$ cat config.mk
export PLATFORM = sky130hd
export DESIGN_NAME = ifu_fetch
export DESIGN_NICKNAME = d
export VERILOG_FILES = /design/src/rtl/ifu_fetch.sv
export SDC_FILE = /design/constraint.sdc
export NUM_CORES = 1
export LEC_CHECK = 0
export ABC_AREA = 1
export CORE_MARGIN = 2
export CORE_UTILIZATION = 40
export DETAILED_ROUTE_END_ITERATION = 8
export SLEW_MARGIN = 20
export SYNTH_ARGS = -nofsm -noshare
export SYNTH_HDL_FRONTEND = slang
export SYNTH_SLANG_ARGS = --single-unit
$ cat constraint.sdc
create_clock -name clk -period 6.3 [get_ports clk]
set_input_delay 1.89 -clock clk [delete_from_list [all_inputs] [get_ports clk]]
set_output_delay 1.89 -clock clk [all_outputs]
set_load 0.02 [all_outputs]
$ cat src/rtl/ifu_fetch.sv
// Instruction fetch stage feeding decode from the instruction cache.
//
// Generates sequential word-aligned PCs, runs a single-outstanding registered request/address
// handshake toward the icache, absorbs redirects from execute and buffers returned instructions
// in a small FIFO that decode drains under id_ready_i backpressure.
//
// Ports:
//   clk, rst_n          clock, asynchronous active-low reset
//   cache_req_o         fetch request (registered)
//   cache_addr_o        fetch address (registered, stable while a request is outstanding)
//   cache_ready_i       one-cycle pulse: cache_rdata_i is valid for cache_addr_o
//   cache_rdata_i       instruction word
//   redirect_valid_i    one-cycle pulse: restart fetch at redirect_pc_i (bits [1:0] dropped)
//   redirect_pc_i       redirect target
//   if_valid_o          head instruction available to decode
//   if_pc_o, if_instr_o head entry of the instruction buffer
//   id_ready_i          decode consumes the head when if_valid_o && id_ready_i
module ifu_fetch #(
  parameter int unsigned           ADDR_WIDTH = 32,
  parameter logic [ADDR_WIDTH-1:0] RESET_PC   = '0,
  parameter int unsigned           FIFO_DEPTH = 2
) (
  input  logic                  clk,
  input  logic                  rst_n,
  output logic                  cache_req_o,
  output logic [ADDR_WIDTH-1:0] cache_addr_o,
  input  logic                  cache_ready_i,
  input  logic [31:0]           cache_rdata_i,
  input  logic                  redirect_valid_i,
  input  logic [ADDR_WIDTH-1:0] redirect_pc_i,
  output logic                  if_valid_o,
  output logic [ADDR_WIDTH-1:0] if_pc_o,
  output logic [31:0]           if_instr_o,
  input  logic                  id_ready_i
);

  localparam int unsigned PtrW = (FIFO_DEPTH > 1) ? $clog2(FIFO_DEPTH) : 1;
  localparam int unsigned CntW = PtrW + 1;

  typedef enum logic [1:0] {StIdle, StWait, StKill} state_e;

  state_e                state_q, state_d;
  logic [ADDR_WIDTH-1:0] fetch_pc_q, fetch_pc_d;
  logic [ADDR_WIDTH-1:0] addr_q, addr_d;
  logic                  req_q, req_d;

  logic [ADDR_WIDTH-1:0] pc_mem_q    [FIFO_DEPTH];
  logic [31:0]           instr_mem_q [FIFO_DEPTH];
  logic [PtrW-1:0]       wptr_q, rptr_q;
  logic [CntW-1:0]       count_q;

  logic                  empty, full, push, pop, flush;
  logic [CntW-1:0]       count_pop;
  logic                  credit_idle, credit_wait;
  logic [ADDR_WIDTH-1:0] redir_pc, pc_plus4;
  logic                  unused_redir_lsb;

  assign redir_pc         = {redirect_pc_i[ADDR_WIDTH-1:2], 2'b00};
  assign unused_redir_lsb = ^redirect_pc_i[1:0];
  assign pc_plus4         = fetch_pc_q + ADDR_WIDTH'(4);

  assign empty = (count_q == '0);
  assign full  = (count_q == CntW'(FIFO_DEPTH));
  assign pop   = !empty && id_ready_i;
  assign flush = redirect_valid_i;
  // A redirect on the response cycle drops the response.
  assign push  = (state_q == StWait) && cache_ready_i && !redirect_valid_i;

  // Credit: fifo_count + outstanding < depth, with a same-cycle pop already freeing its slot.
  // From WAIT the completing response occupies one slot and the new request reserves another.
  assign count_pop   = count_q - CntW'(pop);
  assign credit_idle = (count_pop < CntW'(FIFO_DEPTH));
  assign credit_wait = (count_pop < CntW'(FIFO_DEPTH - 1));

  always_comb begin
    state_d    = state_q;
    fetch_pc_d = fetch_pc_q;
    addr_d     = addr_q;
    req_d      = req_q;
    unique case (state_q)
      StIdle: begin
        if (redirect_valid_i) begin
          fetch_pc_d = redir_pc;
        end else if (credit_idle) begin
          state_d = StWait;
          req_d   = 1'b1;
          addr_d  = fetch_pc_q;
        end
      end
      StWait: begin
        if (cache_ready_i) begin
          if (redirect_valid_i) begin
            fetch_pc_d = redir_pc;
            addr_d     = redir_pc;
          end else begin
            fetch_pc_d = pc_plus4;
            if (credit_wait) begin
              addr_d = pc_plus4;
            end else begin
              state_d = StIdle;
              req_d   = 1'b0;
            end
          end
        end else if (redirect_valid_i) begin
          // The cache is mid-access on addr_q; let it finish and throw the data away.
          fetch_pc_d = redir_pc;
          state_d    = StKill;
        end
      end
      StKill: begin
        if (redirect_valid_i) begin
          fetch_pc_d = redir_pc;
        end
        if (cache_ready_i) begin
          state_d = StWait;
          addr_d  = redirect_valid_i ? redir_pc : fetch_pc_q;
        end
      end
      default: begin
        state_d = StIdle;
        req_d   = 1'b0;
      end
    endcase
  end

  always_ff @(posedge clk or negedge rst_n) begin
    if (!rst_n) begin
      state_q    <= StIdle;
      fetch_pc_q <= RESET_PC;
      addr_q     <= RESET_PC;
      req_q      <= 1'b0;
    end else begin
      state_q    <= state_d;
      fetch_pc_q <= fetch_pc_d;
      addr_q     <= addr_d;
      req_q      <= req_d;
    end
  end

  always_ff @(posedge clk or negedge rst_n) begin
    if (!rst_n) begin
      wptr_q  <= '0;
      rptr_q  <= '0;
      count_q <= '0;
    end else if (flush) begin
      wptr_q  <= '0;
      rptr_q  <= '0;
      count_q <= '0;
    end else begin
      if (push) begin
        wptr_q <= wptr_q + PtrW'(1);
      end
      if (pop) begin
        rptr_q <= rptr_q + PtrW'(1);
      end
      count_q <= count_q + CntW'(push) - CntW'(pop);
    end
  end

  // Storage needs no reset: entries are only visible while count_q says they are valid.
  always_ff @(posedge clk) begin
    if (push && !flush) begin
      pc_mem_q[wptr_q]    <= addr_q;
      instr_mem_q[wptr_q] <= cache_rdata_i;
    end
  end

  assign cache_req_o  = req_q;
  assign cache_addr_o = addr_q;
  assign if_valid_o   = !empty;
  assign if_pc_o      = empty ? '0 : pc_mem_q[rptr_q];
  assign if_instr_o   = empty ? '0 : instr_mem_q[rptr_q];

  // The credit rule must make an overflowing push impossible.
  push_when_full_a: assert property (@(posedge clk) disable iff (!rst_n) !(push && full))
    else $error("ifu_fetch: push into full instruction buffer");

endmodule

==> flow_summary.yaml, run 1 <==
sta:
  fin_crit_sh_pct: 73.68
  worst_slack_ps: 1658
  finalHoldViolCount: 0
  tns_ps: 0
  worst_pin_slew_ps: 1015
  fin_worst_skew_ps: 14.03
  period_minus_slack_ps: 4642
  rsz0062_at_grt: "no"
  finalSetupViolCount: 0
  slew_headroom_pct: 32.22
  slew_viol_final: 0
  fmax_mhz: 215.4
synth:
  syn_inst: 1134
  synth.distinct_cells: 37
  synth.area.top_cells: "edfxtp_1 39%, dfrtp_1 18%, nand2_1 14%"
  ys.flop_type: "edfxtp_1"
  synth_seq_cells: 199
  ys_seq_area_share_pct: 56.98
  yosys.cell_count.top_type: "nand2_1"
  synthTopCellsByCount: "358 x nand2_1, 134 x a21oi_1, 128 x edfxtp_1"
  ys_warn_count: 0
  synth_nets: 1210
  avgSynthCellArea_um2: 8.698
  netlist.area_leader.share_pct: 38.97
  ys_async_sr_fraction_pct: 35.68
  synth_enable_flop_cells: 128
  syn_area_um2: 9863
  synth_top_area_cell: "edfxtp_1"
finish:
  num_antenna_cells: 0
  fin_util_pct: 51.10
  drive_above_1_share_pct: 6.610
  area_delta_synth_final_pct: 25.64
  final_area_um2: 12390
  nNetsFinal: 1349
routing:
  final_antenna_net_count: 0
  drtIter0Drc: 683
  wl_per_cell_um: 16.61
  drt-total-wl_um: 26740
  via_per_inst: 5.179
  drc: 0
  vias: 8338
  firstDrtPassIters: 5
global_route:
  grt_usage_pct: 20.64
  grt_pass1_wl_um: 41810
  grt_pass1_vias: 7527
  overflow: 0
  antenna_found_initial: 0
  grt_max_degree: 72
setup_path:
  required_ps: 4410
  worstSetupPathType: "reg2out"
  start_kind: "flop"
  arrival_ps: 2750
  r2r_cells: 8
  regToRegStartpoint: "state_q[1]"
  worstSetupStartpoint: "rptr_q"
  worst_setup_path_end_kind: "output port"
  path_max_fanout: 39
min_path:
  hold_path_class: "reg2reg"
  holdPathStages: 2
  holdCritStartpoint: "fetch_pc_q[0]"
clocking:
  clk_pin_slew_ps: 80
  htreeDepth: 4
  cts_root_buf: "clkbuf_16"
  cts_buffers: 17
  post-cts-setup-buffers: 0
  cts_tree: "done"
  numClockSinks: 199
  clk_latency_ps: 440
  cts_buffer_depth: 2
  cts_resized: 0
  hold_buffers: 0
floorplan:
  fp.dieH_um: 161.0
  die_x_um: 161.0
  die_area_um2: 25930
  io_pins: 167
  core_um2: 24250
  num_rows: 57
  start_util_pct: 40.68
power_and_ir_drop:
  power.density_nw_per_um2: 497.1
  leakagePower_nw: 4.962
  finalPower_mw: 6.159
  ir_drop_mv: 0.3610
flow_run:
  max_cap_viol_count: 0
placement:
  dp_slack_ps: 2088
  hpwl_um: 17430
  place_area_um2: 11790
  io_buffers: 164
  place_congestion: 0.8340
status:
  status: "complete, no violations"
[metal layers]
metal / GRT usage, % / share of wire (%) / vias up
met3: 3.467 / 6.2 / 22
met2: 31.04 / 45 / 283
met1: 31.42 / 48 / 3930
met4: 4.586 / 1.0 / 0
met5: 0 / 0 / -
li1: - / - / 4103
[path summary, 6_finish.rpt]
check / slack (ps) / to
worst max-delay path: 1660 / if_pc_o[1]
min in group asynchronous: 1660 / fetch_pc_q[27]
worst min-delay path: 510 / cache_addr_o[0]
worst max register to register: 3510 / pc_mem_q[0][21]
worst min register to register: 510 / cache_addr_o[0]
max in group asynchronous: 3930 / rptr_q
[critical path, stage by stage (launching register included)]
cell	delay [ps]
dfrtp_2	410
inv_2	530
buf_4	440
nand2_1	90
a21oi_1	150
clkdlybuf4s50_1	670
[where the power goes]
part | total [mW] | internal (mW) | switching, mW
Combinational | 3.03 | 1.07 | 1.96
Sequential | 2.04 | 1.75 | 0.284
Clock | 1.09 | 0.538 | 0.551
[registers in the layout, summed over array words and instances, names as in the netlist]
register / count
wptr_q: 1
fetch_pc_q: 32
state_q: 2
cache_addr_o: 32
pc_mem_q: 64
count_q: 2
rptr_q: 1
instr_mem_q: 64
cache_req_o: 1
[area by class of cell]
| type | instances | area, um^2 |
|---|---|---|
| Tap cell | 324 | 405.4 |
| Inverter | 71 | 266.5 |
| Clock inverter | 14 | 172.7 |
| Sequential cell | 199 | 5622 |
| Clock buffer | 18 | 429.2 |
| Fill cell | 2234 | 11860 |
| Timing Repair Buffer | 180 | 1764 |
| Multi-Input combinational cell | 804 | 3732 |
[per-stage QoR]
step / hold WS, ps / std cells
2_1_floorplan: 462.3 / 1134
3_3_place_gp: 479.2 / 1578
3_5_place_dp: 490.5 / 1578
4_1_cts: 511.1 / 1610
5_1_grt: 527.0 / 1610
6_report: 509.5 / 1610
[logic make-up after synthesis]
| logic type | synth area share [%] |
|---|---|
| xor gates and xnor gates | 0.08881 |
| DFF | 56.98 |
| buffers and inverters | 5.404 |
| adders and majority gates | 0.8879 |
| muxes | 0.1142 |
| AOI/OAI and AO/OA | 13.42 |
| and+or+nand+nor | 23.10 |
[layout by cell type, fill, tap and decap left out, drive strengths merged, types with 7 or more instances in the layout]
master / count
nand3: 61
clkdlybuf4s50: 162
a21oi: 134
o211ai: 7
clkbuf: 18
edfxtp: 128
inv: 77
nand4: 11
nand2: 367
o21ai: 92
dfrtp: 71
buf: 18
ha: 7
clkinv: 8
nor2: 96
o22ai: 11
Note: power is estimated with default switching activity, not from simulation.
==> inputs of run 2 (changes only) <==
- PLACE_DENSITY: not set -> 0.65
- clock period: 6.3 -> 3.9 ns (I/O delays scaled with it)
==> flow_summary.yaml, run 2 (synthesis gave the netlist of run 1 again) <==
finish:
  drive_above_1_share_pct: 7.187
  final_cell_mix: "358 x nand2_1, 162 x clkdlybuf4s50_1, 134 x a21oi_1"
  register_area_um2: 5622
  multi_input_area_um2: 3732
  nNetsFinal: 1357
  fillCellCount: 2264
  area_delta_synth_final_pct: 27.03
  final_common_cell: "nand2_1"
  top_regs: "instr_mem_q (64), pc_mem_q (64)"
  num_antenna_cells: 0
clocking:
  cts_tree: "done"
  hold_buffers: 0
  cts_buffers: 17
  clk_latency_ps: 440
  cts_buffer_depth: 2
  numClockSinks: 199
  post-cts-setup-buffers: 0
  clk_pin_slew_ps: 80
  cts_root_buf: "clkbuf_16"
  htreeDepth: 4
  cts_resized: 0
routing:
  final_antenna_net_count: 0
  vias: 8404
  wl_per_cell_um: 16.52
  drtIter0Drc: 628
  drc: 0
  via_per_inst: 5.194
  drt-total-wl_um: 26720
  firstDrtPassIters: 5
global_route:
  overflow: 0
  antenna_found_initial: 0
  grt_pass1_wl_um: 41930
  grt_usage_pct: 20.49
  grt_max_degree: 66
  grt_pass1_vias: 7777
sta:
  period_minus_slack_ps: 3488
  fmax_mhz: 286.7
  tns_ps: 0
  rsz0062_at_grt: "no"
  worst_slack_ps: 412.4
  worst_pin_slew_ps: 877.3
  finalSetupViolCount: 0
  fin_crit_sh_pct: 89.43
  finalHoldViolCount: 0
  slew_viol_final: 0
  slew_headroom_pct: 41.51
  fin_worst_skew_ps: 11.58
placement:
  io_buffers: 164
  dp_slack_ps: 787.1
  hpwl_um: 17730
  place_congestion: 0.8765
setup_path:
  cp_top_family: "buffers and inverters"
  arrival_ps: 2320
  required_ps: 2730
  ff2ff_setup_slack_ps: 1430
  worst_setup_path_end_kind: "output port"
  setup.worst_path.end: "if_pc_o[22]"
  cp_num_buf_inv: 3
  worstSetupStartpoint: "rptr_q"
  slowest_stage: "clkdlybuf4s50_1"
  path_depth: 5
  slowest_delay_ps: 630
  crit_chain: "inv_2 > buf_12 > nand2_1 > a21oi_1 > clkdlybuf4s50_1"
  start_kind: "flop"
  path_max_fanout: 38
  r2r_cells: 7
  worstSetupPathType: "reg2out"
  regToRegStartpoint: "state_q[0]"
  timing.rr.end: "cache_addr_o[6]"
power_and_ir_drop:
  pwr-share-clk_pct: 17.5
  leakagePower_nw: 5.028
  ir_drop_mv: 0.4292
  power.density_nw_per_um2: 800.8
  comb_power_share_pct: 49.7
  internal_power_mw: 5.514
  switching_power_mw: 4.520
  p_seq_share_pct: 32.9
  swShare_pct: 45.05
floorplan:
  die_x_um: 161.0
  fp.dieH_um: 161.0
  io_pins: 167
  core_um2: 24250
  start_util_pct: 40.68
  num_rows: 57
  die_area_um2: 25930
min_path:
  hold_path_class: "reg2reg"
  holdPathStages: 0
status:
  status: "complete, no violations"
flow_run:
  max_cap_viol_count: 0
[run 2: how the worst min path moves through the flow]
stage / startpoint / to / slack, ps
2_1_floorplan: fetch_pc_q[0] / cache_addr_o[0] / 460
3_3_place_gp: fetch_pc_q[1] / cache_addr_o[1] / 490
3_5_place_dp: fetch_pc_q[1] / cache_addr_o[1] / 490
4_1_cts: cache_addr_o[1] / pc_mem_q[1][1] / 510
5_1_grt: cache_addr_o[1] / pc_mem_q[1][1] / 520
6_report: cache_addr_o[1] / pc_mem_q[1][1] / 500
[run 2: power groups by stage]
| stage | sequential [mW] | combinational, mW | clock (mW) |
|---|---|---|---|
| 2_1_floorplan | 3.37 | 2.95 | 0 |
| 3_3_place_gp | 3.32 | 4.90 | 0 |
| 3_5_place_dp | 3.34 | 4.95 | 0 |
| 4_1_cts | 3.30 | 4.98 | 1.79 |
| 5_1_grt | 3.37 | 5.49 | 1.87 |
| 6_report | 3.30 | 4.98 | 1.75 |
[run 2: metal layers]
| metal | GRT usage [%] | share of wire, % | vias up |
|---|---|---|---|
| li1 | - | - | 4114 |
| met1 | 28.77 | 46 | 3949 |
| met2 | 32.79 | 46 | 296 |
| met3 | 3.313 | 6.0 | 45 |
| met4 | 6.453 | 2.1 | 0 |
| met5 | 0 | 0 | - |
[run 2: final cells by class]
cell class	instances	area share, %
Inverter	71	2.127
Clock buffer	17	3.395
Clock inverter	15	1.428
Timing Repair Buffer	188	15.16
Sequential cell	199	44.87
Tap cell	324	3.235
Multi-Input combinational cell	804	29.79
[run 2: metrics by stage]
| step | instance area (um^2) | hold WS, ps | std cells | utilization (%) | power, mW |
|---|---|---|---|---|---|
| after floorplan | 9868 | 462.3 | 1134 | - | 6.314 |
| after global placement | 11930 | 485.7 | 1586 | 49.18 | 8.214 |
| after detailed placement | 11930 | 489.9 | 1586 | 49.18 | 8.285 |
| after CTS | 12530 | 507.9 | 1618 | 51.67 | 10.07 |
| after global routing | 12530 | 518.7 | 1618 | 51.67 | 10.73 |
| final | 12530 | 504.6 | 1618 | 51.67 | 10.03 |
